<file path="src/rtl/wb_b3_pkg.sv">
// Shared Wishbone B3 encodings and burst-master state for the bus master and its address generator.
package wb_b3_pkg;

  localparam int unsigned BEAT_W = 5;

  localparam logic [2:0] CTI_CLASSIC = 3'b000;
  localparam logic [2:0] CTI_CONST   = 3'b001;
  localparam logic [2:0] CTI_INCR    = 3'b010;
  localparam logic [2:0] CTI_EOB     = 3'b111;

  localparam logic [1:0] BTE_LINEAR = 2'b00;
  localparam logic [1:0] BTE_WRAP4  = 2'b01;
  localparam logic [1:0] BTE_WRAP8  = 2'b10;
  localparam logic [1:0] BTE_WRAP16 = 2'b11;

  localparam logic [1:0] STAT_OK  = 2'b00;
  localparam logic [1:0] STAT_ERR = 2'b01;
  localparam logic [1:0] STAT_RTY = 2'b10;

  typedef enum logic [1:0] {
    ST_IDLE = 2'd0,
    ST_BUS  = 2'd1,
    ST_END  = 2'd2
  } state_e;

  // Wrap bursts have a fixed length; linear bursts take the requested count, zero meaning one.
  function automatic logic [BEAT_W-1:0] burst_beats(input logic [1:0] bte,
                                                    input logic [BEAT_W-1:0] len);
    logic [BEAT_W-1:0] beats;
    unique case (bte)
      BTE_WRAP4:  beats = BEAT_W'(4);
      BTE_WRAP8:  beats = BEAT_W'(8);
      BTE_WRAP16: beats = BEAT_W'(16);
      default:    beats = (len == '0) ? BEAT_W'(1) : len;
    endcase
    return beats;
  endfunction

endpackage

</file>
<file path="src/rtl/wb_b3_adr_gen.sv">
// Next-beat address for a Wishbone B3 burst: linear word increment or 4/8/16-word wrap.
module wb_b3_adr_gen
  import wb_b3_pkg::*;
#(
  parameter int unsigned aw = 32
) (
  input  logic [aw-1:0] adr_i,
  input  logic [1:0]    bte_i,
  output logic [aw-1:0] adr_nxt_o
);

  // Wrap modes only touch the word index inside the wrap window; upper bits are kept.
  always_comb begin
    adr_nxt_o = adr_i;
    unique case (bte_i)
      BTE_LINEAR: adr_nxt_o      = adr_i + aw'(4);
      BTE_WRAP4:  adr_nxt_o[3:2] = adr_i[3:2] + 2'd1;
      BTE_WRAP8:  adr_nxt_o[4:2] = adr_i[4:2] + 3'd1;
      BTE_WRAP16: adr_nxt_o[5:2] = adr_i[5:2] + 4'd1;
      default:    adr_nxt_o      = adr_i;
    endcase
  end

endmodule

</file>
<file path="src/rtl/wb_b3_burst_master.sv">
// Wishbone B3 initiator: turns one command into a classic, linear or wrap burst cycle
// and reports completion with ok/err/rty status.
module wb_b3_burst_master
  import wb_b3_pkg::*;
#(
  parameter int unsigned dw    = 32,
  parameter int unsigned aw    = 32,
  parameter int unsigned len_w = 5
) (
  input  logic             wb_clk_i,
  input  logic             wb_rst_i,
  input  logic             cmd_valid,
  output logic             cmd_ready,
  input  logic             cmd_we,
  input  logic [aw-1:0]    cmd_adr,
  input  logic [3:0]       cmd_sel,
  input  logic [len_w-1:0] cmd_len,
  input  logic [1:0]       cmd_bte,
  input  logic [dw-1:0]    wdat,
  input  logic             wdat_valid,
  output logic             wdat_ready,
  output logic [dw-1:0]    rdat,
  output logic             rdat_valid,
  output logic             done,
  output logic [1:0]       status,
  output logic [aw-1:0]    wb_adr_o,
  output logic [dw-1:0]    wb_dat_o,
  output logic [3:0]       wb_sel_o,
  output logic             wb_we_o,
  output logic             wb_cyc_o,
  output logic             wb_stb_o,
  output logic [2:0]       wb_cti_o,
  output logic [1:0]       wb_bte_o,
  input  logic [dw-1:0]    wb_dat_i,
  input  logic             wb_ack_i,
  input  logic             wb_err_i,
  input  logic             wb_rty_i
);

  state_e            state_q, state_d;
  logic [BEAT_W-1:0] beats_q, beats_d;
  logic              we_q, we_d;
  logic [3:0]        sel_q, sel_d;
  logic [1:0]        bte_q, bte_d;
  logic [1:0]        wb_bte_q, wb_bte_d;
  logic [aw-1:0]     adr_q, adr_d;
  logic [aw-1:0]     adr_nxt;
  logic              cyc_q, cyc_d;
  logic [2:0]        cti_q, cti_d;
  logic [1:0]        status_q, status_d;
  logic [dw-1:0]     rdat_q, rdat_d;
  logic              rdat_valid_q, rdat_valid_d;
  logic              cmd_ready_q;
  logic              done_q;

  logic              in_bus;
  logic              stb_c;
  logic              beat_err;
  logic              beat_rty;
  logic              beat_ack;
  logic              accept;
  logic [BEAT_W-1:0] cmd_beats;
  logic              unused_adr_lsb;

  assign unused_adr_lsb = ^cmd_adr[1:0];

  // A write beat is only strobed while the source has a word ready; reads always strobe.
  assign in_bus   = (state_q == ST_BUS);
  assign stb_c    = in_bus & (~we_q | wdat_valid);
  assign beat_err = stb_c & wb_err_i;
  assign beat_rty = stb_c & ~wb_err_i & wb_rty_i;
  assign beat_ack = stb_c & ~wb_err_i & ~wb_rty_i & wb_ack_i;
  assign accept   = (state_q == ST_IDLE) & cmd_valid & cmd_ready_q;

  assign cmd_beats = burst_beats(cmd_bte, BEAT_W'(cmd_len));

  wb_b3_adr_gen #(
    .aw(aw)
  ) u_adr_gen (
    .adr_i    (adr_q),
    .bte_i    (bte_q),
    .adr_nxt_o(adr_nxt)
  );

  always_comb begin
    state_d      = state_q;
    beats_d      = beats_q;
    we_d         = we_q;
    sel_d        = sel_q;
    bte_d        = bte_q;
    wb_bte_d     = wb_bte_q;
    adr_d        = adr_q;
    cyc_d        = cyc_q;
    cti_d        = cti_q;
    status_d     = STAT_OK;
    rdat_d       = rdat_q;
    rdat_valid_d = 1'b0;

    unique case (state_q)
      ST_IDLE: begin
        if (accept) begin
          state_d  = ST_BUS;
          we_d     = cmd_we;
          sel_d    = cmd_sel;
          bte_d    = cmd_bte;
          adr_d    = {cmd_adr[aw-1:2], 2'b00};
          beats_d  = cmd_beats;
          cyc_d    = 1'b1;
          cti_d    = (cmd_beats == BEAT_W'(1)) ? CTI_CLASSIC : CTI_INCR;
          wb_bte_d = (cmd_beats == BEAT_W'(1)) ? BTE_LINEAR : cmd_bte;
        end
      end

      ST_BUS: begin
        // Error and retry end the cycle without recording a beat; the caller decides on retries.
        if (beat_err || beat_rty) begin
          state_d  = ST_END;
          cyc_d    = 1'b0;
          cti_d    = CTI_CLASSIC;
          status_d = beat_err ? STAT_ERR : STAT_RTY;
        end else if (beat_ack) begin
          if (!we_q) begin
            rdat_d       = wb_dat_i;
            rdat_valid_d = 1'b1;
          end
          if (beats_q <= BEAT_W'(1)) begin
            state_d = ST_END;
            beats_d = '0;
            cyc_d   = 1'b0;
            cti_d   = CTI_CLASSIC;
          end else begin
            beats_d = beats_q - BEAT_W'(1);
            adr_d   = adr_nxt;
            cti_d   = (beats_q == BEAT_W'(2)) ? CTI_EOB : CTI_INCR;
          end
        end
      end

      ST_END: begin
        state_d = ST_IDLE;
      end

      default: begin
        state_d = ST_IDLE;
      end
    endcase
  end

  always_ff @(posedge wb_clk_i) begin
    if (wb_rst_i) begin
      state_q      <= ST_IDLE;
      beats_q      <= '0;
      we_q         <= 1'b0;
      sel_q        <= '0;
      bte_q        <= BTE_LINEAR;
      wb_bte_q     <= BTE_LINEAR;
      adr_q        <= '0;
      cyc_q        <= 1'b0;
      cti_q        <= CTI_CLASSIC;
      status_q     <= STAT_OK;
      rdat_q       <= '0;
      rdat_valid_q <= 1'b0;
      cmd_ready_q  <= 1'b0;
      done_q       <= 1'b0;
    end else begin
      state_q      <= state_d;
      beats_q      <= beats_d;
      we_q         <= we_d;
      sel_q        <= sel_d;
      bte_q        <= bte_d;
      wb_bte_q     <= wb_bte_d;
      adr_q        <= adr_d;
      cyc_q        <= cyc_d;
      cti_q        <= cti_d;
      status_q     <= status_d;
      rdat_q       <= rdat_d;
      rdat_valid_q <= rdat_valid_d;
      cmd_ready_q  <= (state_d == ST_IDLE);
      done_q       <= (state_d == ST_END);
    end
  end

  assign cmd_ready  = cmd_ready_q;
  assign wdat_ready = beat_ack & we_q;
  assign rdat       = rdat_q;
  assign rdat_valid = rdat_valid_q;
  assign done       = done_q;
  assign status     = status_q;

  assign wb_adr_o = adr_q;
  assign wb_dat_o = (in_bus && we_q) ? wdat : '0;
  assign wb_sel_o = sel_q;
  assign wb_we_o  = we_q;
  assign wb_cyc_o = cyc_q;
  assign wb_stb_o = stb_c;
  assign wb_cti_o = cti_q;
  assign wb_bte_o = wb_bte_q;

endmodule
</file>
<file path="config.mk">
export PLATFORM = sky130hd
export DESIGN_NAME = wb_b3_burst_master
export DESIGN_NICKNAME = d
export VERILOG_FILES = /design/src/rtl/wb_b3_pkg.sv /design/src/rtl/wb_b3_adr_gen.sv /design/src/rtl/wb_b3_burst_master.sv
export SDC_FILE = /design/constraint.sdc
export NUM_CORES = 1
export LEC_CHECK = 0
export ABC_AREA = 1
export BUFFER_PORTS_ARGS = -buffer_cell sky130_fd_sc_hd__buf_2
export CORE_MARGIN = 2
export CORE_UTILIZATION = 50
export CTS_CLUSTER_DIAMETER = 200
export DETAILED_ROUTE_END_ITERATION = 8
export GPL_TIMING_DRIVEN = 0
export MAX_ROUTING_LAYER = met4
export PLACE_DENSITY = 0.84
export SLEW_MARGIN = 20
export SYNTH_ARGS = -nofsm -noshare
export SYNTH_HDL_FRONTEND = slang
export SYNTH_HIERARCHICAL = 1
export SYNTH_SLANG_ARGS = --single-unit
</file>
<file path="constraint.sdc">
create_clock -name wb_clk_i -period 3.9 [get_ports wb_clk_i]
set_input_delay 0.78 -clock wb_clk_i [delete_from_list [all_inputs] [get_ports wb_clk_i]]
set_output_delay 0.78 -clock wb_clk_i [all_outputs]
set_load 0.005 [all_outputs]
</file>
# == After elaboration in Yosys (flattened, before gate mapping) ==
# Index checks and enable logic that the tools add are counted.
# word_totals
reg_bits,89
inputBits,115
out_inout_bits,114
# classes
n_eq_ne,19
n_bitwise,16
n_reduce_logical,18
addsub,5
mux,38
magnitude_cmp,1
# ops
op,n
$mux W32,5
$pmux W32 S2,1
$add A32 B3 Y32 const B,1
$mux W26,1
$mux W5,5
$reduce_and A6 Y1,3
$mux W2,8
$mux W3,5
$pmux W5 S3,1
$reduce_and A4 Y1,3
$eq A2 B2 Y1 const B,5
$pmux W5 S2,1
$and A1 B1 Y1,9
$ne A3 B1 Y1 const B,3
$pmux W2 S4,1
$eq A2 B1 Y1 const B,3
$logic_not A2 Y1,3
$ne A2 B2 Y1 const B,3
$not A1 Y1,6
$pmux W3 S2,1
$eq A5 B1 Y1 const B,1
$eq A5 B2 Y1 const B,1
$le A5 B1 Y1 const B,1
$logic_not A5 Y1,1
other kinds (19),25

# == Logic depth before layout (Yosys ltp) ==
# Gate-level depths: netlist of run 1.
# logic_depth
word_depth,10
mapped_depth,14

# == By module ==
# Netlist of run 1, hierarchy kept.
# by_module_without_submodules
module,seq_area_each_um2,cells_per_inst,n_inst,area_per_inst_um2
wb_b3_burst_master,1761.7,685,1,4261.6
wb_b3_adr_gen,0.0,199,1,1024.7

# == Worst setup path before layout of run 1 ==
# OpenSTA, ideal clock, no wires.
# synth_timing
path_kind,input to output
from,input wb_err_i
to,output wdat_ready
arrival_time_ps,1225
path_slack_ps,1895
stages,5
path_cell_list,inv_2 -> nand2_1 -> nor2_1 -> nand2_2 -> nor2_1
# synth_between
elab_chain_len,5
# synth_rtl
item,line,text
"start, declared",wb_b3_burst_master.sv:36,"input logic wb_err_i,"
$not A1 Y1,wb_b3_burst_master.sv:72,assign beat_ack = stb_c & ~wb_err_i & ~wb_rty_i & wb_ack_i;
$and A1 B1 Y1 (3 in series),wb_b3_burst_master.sv:72,
$and A1 B1 Y1,wb_b3_burst_master.sv:184,assign wdat_ready = beat_ack & we_q;
"end, declared",wb_b3_burst_master.sv:21,"output logic wdat_ready,"
# No other way between the ends.

# == Worst setup path in the final report of run 1 ==
# layout_timing
from,register state_q[0]
to,output wb_dat_o[28]
# layout_between
elab_chain_len,3
# layout_rtl
item,line,text
"start, declared",wb_b3_burst_master.sv:40,"state_e state_q, state_d;"
"start signal, assigned",wb_b3_burst_master.sv:166,state_q <= state_d;
$eq A2 B1 Y1,wb_b3_burst_master.sv:68,assign in_bus = (state_q == ST_BUS);
$logic_and A1 B1 Y1,wb_b3_burst_master.sv:191,assign wb_dat_o = (in_bus && we_q) ? wdat : '0;
$mux W32,wb_b3_burst_master.sv:191,
"end, declared",wb_b3_burst_master.sv:27,"output logic [dw-1:0] wb_dat_o,"
# No other way between the ends.

==> metrics.txt, run 1 <==
input/output buffers around 230; die footprint 11400 um^2; clock skew 12.1 ps; Worst setup EP type output pin; layout cells sized above 1 0.259; Post-route DRC 0; boundary pin count 229; Synth Instances 884; Core ar. between 10000 and 15000 um^2; Resize count post-CTS 0; Setup Buffers After CTS 0; unrepaired setup endpoints after global routing false; H-Tree Depth 3; Yosys top cell area share 0.333; worst hold start rdat[12]; setup ws final 866 ps; CTS tree done; flops & latches, synth 88; Leakage approximately 3.8 nW; global placer's final weighted congestion 0.951; r2r startpoint bte_q[0]; most frequent cells in the layout 285 x nand2_1, 235 x buf_2, 151 x nor2_1, 111 x inv_1, 88 x dfxtp_1; Detail Placement HPWL approximately 13000 um; vias in the first global route between 5000 and 6000; Layout area overhead 28.9%; Detailed Route WL 16300 um; vias per cell about 4.8; Peak Freq 330 MHz; DP Area 6580 um^2; hold_buf cts 0; Crit Path Class reg2out; Primary FF master, synth dfxtp_1; Hold Path Stages 2; Pwr Density 393 nW/um^2; worst-case clock buffer depth 2; Post-synth EDFFs 0; initial antenna violation count 1; Cell Area, Synth around 5300 um^2; Initial Utilization 0.514; total gr overflow 0; largest cells by area after synthesis dfxtp_1 33%, nand2_1 20%, nor2_1 11%; Hold Crit Class reg2reg; Worst R2R Setup Slack 1960 ps; DRT antenna net count 0; clk_lat worst skew 380 ps; status completed; chip width 107 um; pre-CTS setup slack 1360 ps; setup_tns 0 ps; WP data required 3120 ps; Yosys warning total 6; Die H 107 um; # nets final 1244; Avg Cell Area, Syn 5.98 um^2; All-Layer GR Usage 0.293; DR pass1 iterations 4; CP Data Arrival Time approximately 2300 ps; leading area contributor after synthesis dfxtp_1; most common cell after layout, fill and taps aside nand2_1; Final Slew Violations 0; min Tclk post-route 3030 ps; FF-to-FF End wb_adr_o[23]; WL/cell around 13 um; maximum fanout along the worst path 10; Post-synth ARST share 0; FF-to-FF path depth 12; CTS root buffer clkbuf_8; Final period util 0.778; Setup crit start kind flip-flop; maximum VDD drop 263 uV; Final Setup Violations 0; Core Rows 37; first-pass GRT wire length approximately 26000 um; Worst-path clk slew 100 ps; worst slew pin tran about 610 ps; Max-Cap Viols 0; Rel. slew slack 0.590; via count 6062; synth unique cells 29; # clock sinks 88; pin count of the biggest net entering global routing 17; hold endpoint rdat[12]; Seq/Total Area, Yosys 0.333; fin area approximately 6800 um^2; CTS Buf Count 9; DRT iter0 DRCs 352; Hold Vio Cnt, Final 0; Syn Nets ~1000
[stage by stage]
stage / hold WS, ps / util / power, mW / cells
floorplan: 456 / - / 1.65 / 884
global placement: 446 / 0.640 / 1.93 / 1245
detailed placement: 453 / 0.640 / 1.94 / 1245
CTS: 466 / 0.662 / 2.68 / 1261
global route: 494 / 0.663 / 2.86 / 1262
finish: 464 / 0.663 / 2.68 / 1263
[state kept, by name (all words and copies together), names as in the netlist]
register,cells
wb_cyc_o,1
rdat,32
state_q,2
wb_cti_o,2
wb_adr_o,32
beats_q,5
wb_bte_o,2
rdat_valid,1
cmd_ready,1
wb_we_o,1
wb_sel_o,4
bte_q,2
status,2
done,1
[layout make-up]
class	count	area, um^2
multi-input combinational	637	2880
tap	136	170
buffer	39	193
sequential	88	1760
timing repair buffer	225	1130
clock buffer	10	128
clock inverter	6	97.6
inverter	120	450
antenna	2	5.00
fill	988	3460
[per-layer routing]
metal / vias to the layer above / global-route usage / routed length (um)
met1: 2663 / 0.367 / 6980
met3: 22 / 0.0796 / 1570
li1: 3159 / - / -
met5: - / - / 0
met4: 0 / 0.0835 / 256
met2: 218 / 0.468 / 7460
[cells in the mapped netlist (2+ instances only)]
library cell / n
nand2_2: 7
nand4_1: 12
nor2_4: 4
nand3_1: 65
nand2_1: 285
inv_1: 111
clkbuf_1: 20
ha_1: 9
nor2_1: 151
nor2_2: 12
nor3_1: 6
a21oi_1: 45
nand3b_1: 4
buf_2: 10
dfxtp_1: 88
xor2_1: 9
o21ai_0: 10
inv_2: 7
xnor2_1: 10
buf_4: 9
clkinv_1: 2
[how the worst max path moves through the flow]
stage          cells after the start       start  slack (ps)      endpoint
6_report                           7  state_q[0]         870  wb_dat_o[28]
3_3_place_gp                       7  state_q[0]        1350  wb_dat_o[16]
2_1_floorplan                      5    wb_err_i        1890    wdat_ready
3_5_place_dp                       7  state_q[0]        1360  wb_dat_o[28]
5_1_grt                            7  state_q[0]         760  wb_dat_o[28]
4_1_cts                            7  state_q[0]         930  wb_dat_o[28]
[critical path: stages (launching register included)]
cell and delay (ps):
dfxtp_1 370, inv_2 50, nor2_2 210, buf_2 310
nand2_1 240, clkbuf_1 290, nor2_1 240, buf_2 160
[report_power, final]
group	internal [mW]	switching, mW	leakage [nW]
sequential	1.00	0.136	0.718
combinational	0.327	0.467	2.99
clock	0.373	0.372	0.114
total	1.70	0.975	3.82
[cells by family after synthesis]
group,after synthesis,synth area share
flops,88,0.333
xor+xnor,19,0.0315
compound gates,59,0.0570
simple gates,550,0.435
buf+inv,159,0.122
fa+ha+maj,9,0.0213
No activity file was read; power rests on OpenSTA's default activity.
==> run 2, diff against run 1 <==
--- a/config.mk
+++ b/config.mk
@@ -8,12 +8,12 @@
 export ABC_AREA = 1
 export BUFFER_PORTS_ARGS = -buffer_cell sky130_fd_sc_hd__buf_2
 export CORE_MARGIN = 2
-export CORE_UTILIZATION = 50
+export CORE_UTILIZATION = 48
 export CTS_CLUSTER_DIAMETER = 200
 export DETAILED_ROUTE_END_ITERATION = 8
 export GPL_TIMING_DRIVEN = 0
 export MAX_ROUTING_LAYER = met4
-export PLACE_DENSITY = 0.84
+export PLACE_DENSITY = 0.81
 export SLEW_MARGIN = 20
 export SYNTH_ARGS = -nofsm -noshare
 export SYNTH_HDL_FRONTEND = slang
==> constraint.sdc (replaced) <==
create_clock -name wb_clk_i -period 3.01 [get_ports wb_clk_i]
set_input_delay 0.602 -clock wb_clk_i [delete_from_list [all_inputs] [get_ports wb_clk_i]]
set_output_delay 0.602 -clock wb_clk_i [all_outputs]
set_load 0.005 [all_outputs]
==> metrics.txt, run 2 (synthesized netlist as in run 1, its figures left out) <==
unrepaired setup endpoints after global routing false; combinational share of power 0.311 (+0.014); Pwr Density 490 nW/um^2 (+25%); Leakage 3.81 nW (-0.41%); DRT iter0 DRCs 335 (-4.8%); Die H 109 um (+2.0%); maximum VDD drop 260 uV (-1.1%); r2r startpoint bte_q[1]; Detailed Route WL 15600 um (-3.9%); setup ws final 319 ps (-547 ps); Sw Ratio 0.386 (+0.0213); vias per cell 4.82 (+0.32%); final core occ 0.628 (-0.0350); total gr overflow 0 (unchanged); Final Slew Violations 0 (unchanged); P_int 2.04 mW (+20%); layout cells sized above 1 0.260 (+0.000889); Core ar. 10800 um^2 (+5.0%); Initial Utilization 0.490 (-0.0246); sequential power share 0.444 (+0.019); Worst-path clk slew 100 ps (about the same); DR pass1 iterations 5 (+1); status completed; Worst R2R Setup Slack 1100 ps (-860 ps); Post-route DRC 0 (unchanged); dpl cells 1249 (+0.32%); fin area 6780 um^2 (-0.53%); overall power 3.32 mW (+24%); FF-to-FF End wb_adr_o[26]; pre-CTS setup slack 730 ps (-632 ps); Hold Crit Class in2reg; initial antenna violation count 1 (unchanged); CP Data Arrival Time 2090 ps (-160 ps); Max-Cap Viols 0 (unchanged); P_sw 1.28 mW (+31%); hold endpoint status[1]; Hold Path Stages 2 (unchanged); boundary pin count 229 (unchanged); H-Tree Depth 3 (unchanged); Rel. slew slack 0.619 (+0.0286); clock power share 0.244 (-0.035); # nets final 1244 (unchanged); WP data required 2410 ps (-710 ps); via count 6096 (+0.56%); # clock sinks 88 (unchanged); clock skew 12.0 ps (-0.0628 ps); Layout area overhead 28.2%; chip width 109 um (+2.0%); worst slew pin tran 572 ps (-42.9 ps); Setup crit start kind flip-flop; worst hold start wb_err_i; FF-to-FF path depth 13 (+1); Core Rows 38 (+2.7%); Setup Buffers After CTS 0 (unchanged); setup_tns 0 ps (unchanged); Hold Vio Cnt, Final 0 (unchanged); pin count of the biggest net entering global routing 18 (+1); Resize count post-CTS 0 (unchanged); Final period util 0.894; WL/cell 12.4 um (-4.1%); CTS tree done; first-pass GRT wire length 24600 um (-6.0%); global placer's final weighted congestion 0.887 (-6.7%); Detail Placement HPWL 12200 um (-3.8%); die footprint 11900 um^2 (+4.0%); maximum fanout along the worst path 10 (unchanged); DP Area 6590 um^2 (about the same); final non-filler cell total 1266 (+0.24%); DRT antenna net count 0 (unchanged); worst-case clock buffer depth 2 (unchanged); Peak Freq around 370 MHz; min Tclk post-route 2690 ps; most common cell after layout, fill and taps aside nand2_1; hold_buf cts 0 (unchanged); Final Setup Violations 0 (unchanged); final hold slack 406 ps (-57.9 ps); clk_lat worst skew 370 ps (about the same); CTS root buffer clkbuf_8; CTS Buf Count 9 (unchanged); vias in the first global route 5453 (-2.0%); most frequent cells in the layout 285 x nand2_1, 235 x buf_2, 151 x nor2_1, 111 x inv_1, 88 x dfxtp_1; input/output buffers 225 (unchanged); Worst setup EP type output pin; All-Layer GR Usage 0.269 (-0.0244); Crit Path Class reg2out
==> run 2: changes by cell type in the layout (fill, tap and decap cells not counted) <==
cell	change
bufinv_16	-2
clkbuf_1	-1
clkinv_2	+1
clkinv_4	+2
diode_2	-1
inv_6	-1
inv_8	+1
==> run 2: critical path, stage by stage, from the launching register on <==
cell and delay (ps):
dfxtp_1 370, inv_2 50, nor2_2 260, buf_2 310, nand2_1 190, clkbuf_1 260, nor2_1 150, buf_2 130
==> run 2: worst max path at each step <==
stage,start,depth (start not counted),endpoint
5_1_grt,state_q[0],7,wb_dat_o[15]
3_3_place_gp,state_q[0],7,wb_dat_o[30]
4_1_cts,state_q[0],7,wb_dat_o[30]
6_report,state_q[0],7,wb_dat_o[6]
2_1_floorplan,state_q[0],6,wb_dat_o[10]
3_5_place_dp,state_q[0],7,wb_dat_o[30]
==> run 2: final cells by class <==
class / instances / area (um^2)
fillers: 1078 / 4020
multi-input cells: 637 / 2880
flip-flops and latches: 88 / 1760
repair buffers: 225 / 1130
inverters: 120 / 450
plain buffers: 39 / 193
well taps: 140 / 175
clock buffers: 9 / 124
clock inverters: 7 / 62.6
diodes: 1 / 2.50
==> run 2: layer usage <==
metal  routed length [um]  share of wire  GRT usage  up-vias
met5                    0              0          -        -
met4                  316          0.020     0.0907        0
met3                 1320          0.084     0.0586       24
met2                 7240           0.46      0.453      229
met1                 6760           0.43      0.318     2688
li1                     -              -          -     3155
==> run 2: power by group through the flow <==
stage / clock network [mW] / registers (mW) / logic (mW)
6_report: 0.811 / 1.47 / 1.03
5_1_grt: 0.875 / 1.50 / 1.19
4_1_cts: 0.818 / 1.47 / 1.03
3_5_place_dp: 0 / 1.50 / 1.02
3_3_place_gp: 0 / 1.50 / 1.01
2_1_floorplan: 0 / 1.47 / 0.667
==> run 3, diff against run 2 <==
--- a/config.mk
+++ b/config.mk
@@ -5,7 +5,6 @@
 export SDC_FILE = /design/constraint.sdc
 export NUM_CORES = 1
 export LEC_CHECK = 0
-export ABC_AREA = 1
 export BUFFER_PORTS_ARGS = -buffer_cell sky130_fd_sc_hd__buf_2
 export CORE_MARGIN = 2
 export CORE_UTILIZATION = 48
@@ -13,7 +12,7 @@
 export DETAILED_ROUTE_END_ITERATION = 8
 export GPL_TIMING_DRIVEN = 0
 export MAX_ROUTING_LAYER = met4
-export PLACE_DENSITY = 0.81
+export PLACE_DENSITY = 0.82
 export SLEW_MARGIN = 20
 export SYNTH_ARGS = -nofsm -noshare
 export SYNTH_HDL_FRONTEND = slang
==> metrics.txt, run 3 <==
status completed; Setup crit start kind flip-flop; maximum VDD drop 261 uV (+0.42%); Crit. Startpoint state_q[0]; unrepaired setup endpoints after global routing false; Crit Path Class reg2out; Final Setup Violations 0 (unchanged); most common cell after layout, fill and taps aside buf_2; vias in the first global route 4851 (-11%); setup_tns 0 ps (unchanged); Core ar. 10300 um^2 (-4.8%); most instantiated cells after synthesis 155 x nand2_1, 88 x dfxtp_1, 76 x a21oi_1, 35 x and3_1, 33 x nor2b_1; worst slew pin tran 687 ps (+116 ps); Hold Vio Cnt, Final 0 (unchanged); Rel. slew slack 0.538 (-0.0811); overall power 2.72 mW (-18%); chip width 106 um (-2.3%); Initial Utilization 0.491 (+0.000706); largest cells by area after synthesis dfxtp_1 35%, nand2_1 12%, mux2_4 8.9%; DR WL met3 1040 um (-21%); Peak Freq 366 MHz (-1.4%); via count 5171 (-15%); FF-to-FF path depth 10 (-3); M1 wire length 6390 um (-5.5%); final hold slack 452 ps (+46.1 ps); clock power share 0.324 (+0.080); Worst R2R Setup Slack 690 ps (-410 ps); vias per cell 5.15 (+7.0%); Core Rows 37 (-2.6%); Yosys top cell area share 0.349 (+0.0162); DRT iter0 DRCs 251 (-25%); H-Tree Depth 3 (unchanged); CP max stage cell dfxtp_1; # clock sinks 88 (unchanged); Sw Ratio 0.311 (-0.0753); Primary FF master, synth dfxtp_1; Syn Nets 751 (-25%); Post-route DRC 0 (unchanged); initial antenna violation count 0 (-1); global placer's final weighted congestion 0.875 (-1.4%); FF-to-FF End wb_adr_o[19]; Detailed Route WL 14800 um (-5.2%); Critical path destination wb_dat_o[22]; Final period util 0.907 (+0.0127); n_diodes 0 (-1); Max-Cap Viols 0 (unchanged); sequential power share 0.471 (+0.027); Pwr Density 416 nW/um^2 (-15%); synth unique cells 55 (+90%); Highest Signal Layer met4; hold_buf cts 0 (unchanged); DRT antenna net count 0 (unchanged); min Tclk post-route 2730 ps (+38.2 ps); dominant cell by count in the synthesized netlist nand2_1; # nets final 987 (-21%); WL met2 7150 um (-1.3%); Worst path most repeated cell clkbuf_1; Die H 106 um (-2.3%); CTS Buf Count 9 (unchanged); layout cells sized above 1 0.357 (+0.0976); CP Data Arrival Time 2130 ps (+40 ps); Seq/Total Area, Yosys 0.349 (+0.0162); most frequent cells in the layout 238 x buf_2, 155 x nand2_1, 88 x dfxtp_1, 76 x a21oi_1, 35 x and3_1; Cell Area, Synth 5040 um^2 (-4.6%); final core occ 0.637 (+0.00921); CTS tree done; WL/cell 14.8 um (+20%); DR pass1 iterations 5 (unchanged); crit path cell chain nor2b_1 > clkbuf_1 > clkbuf_2 > clkbuf_1 > and3_1 > buf_2; Final Slew Violations 0 (unchanged); CTS root buffer clkbuf_8; Yosys warning total 6 (unchanged); boundary pin count 229 (unchanged); Worst-path clk slew 110 ps (about the same); P_int 1.88 mW (-8.0%); clk_lat worst skew 370 ps (about the same); leading area contributor after synthesis dfxtp_1; clock skew 15.8 ps (+3.81 ps); first-pass GRT wire length 23300 um (-5.5%); Post-synth ARST share 0 (unchanged); input/output buffers 225 (unchanged); WP data required 2410 ps (about the same); Worst setup EP type output pin; r2r startpoint bte_q[0]; largest stage delay on the critical path 380 ps (about the same); die footprint 11300 um^2 (-4.5%); Post-synth EDFFs 0 (unchanged); maximum fanout along the worst path 10 (unchanged); worst-case clock buffer depth 2 (unchanged); Layout area overhead 29.9%; total gr overflow 0 (unchanged); combinational share of power 0.205 (-0.106); Hold Crit Class in2reg; Avg Cell Area, Syn 8.04 um^2 (+34%); Leakage 3.24 nW (-15%); flops & latches, synth 88 (unchanged); pin count of the biggest net entering global routing 18 (unchanged); Detail Placement HPWL 11400 um (-6.3%); All-Layer GR Usage 0.263 (-0.00604); P_sw 0.845 mW (-34%); Synth Instances 627 (-29%)
==> run 3: timing repair <==
item,4_1_cts,5_1_grt
setup buffers,0,0
gates resized for setup,0,2
endpoints found under the setup margin,0,4
==> run 3: worst min path at each step <==
stage,start,to,slack (ps),depth (start not counted)
after floorplan,wb_cyc_o,wb_cyc_o,450,2
after global placement,rdat[1],rdat[1],440,2
after detailed placement,rdat[30],rdat[30],440,2
after CTS,wb_err_i,status[1],430,2
after global routing,wb_err_i,status[1],450,2
final,wb_err_i,status[1],450,2
==> run 3: metrics by stage <==
stage / instance area [um^2] / std cells / worst slack [ps]
after floorplan: 5040 / 627 / 979
after global placement: 6340 / 988 / 466
after detailed placement: 6340 / 988 / 512
after CTS: 6550 / 1004 / 82.8
after global routing: 6550 / 1004 / 145
final: 6550 / 1004 / 281
==> run 3: worst max-delay path, delay by kind of cell, from the launching register on <==
kind / cells / cell delay (ps)
DFF: 1 / 380
buffers and inverters: 4 / 1020
and+or+nand+nor: 2 / 370
==> run 3: cell families after synthesis <==
logic type,count (synthesis),synth area share
xor+xnor,26,0.0452
simple gates,307,0.315
buf+inv,62,0.0583
fa+ha+maj,9,0.0223
flops,88,0.349
mux,31,0.0913
compound gates,104,0.118
==> run 3: area by class of cell <==
class	count	area (um^2)
inverters	13	48.8
flip-flops and latches	88	1760
clock inverters	7	85.1
well taps	136	170
multi-input cells	477	2990
fillers	952	3730
plain buffers	49	246
repair buffers	225	1130
clock buffers	9	124
==> run 3: power by group through the flow <==
stage                     combinational (mW)  clock (mW)  sequential [mW]
after floorplan                        0.336           0             1.30
after global placement                 0.545           0             1.31
after detailed placement               0.554           0             1.31
after CTS                              0.557       0.898             1.28
after global routing                   0.614       0.942             1.29
final                                  0.557       0.882             1.28
==> run 3: metal layers <==
layer	track usage	vias up
li1	-	2611
met2	0.443	203
met1	0.323	2340
met5	-	-
met3	0.0441	17
met4	0.0816	0
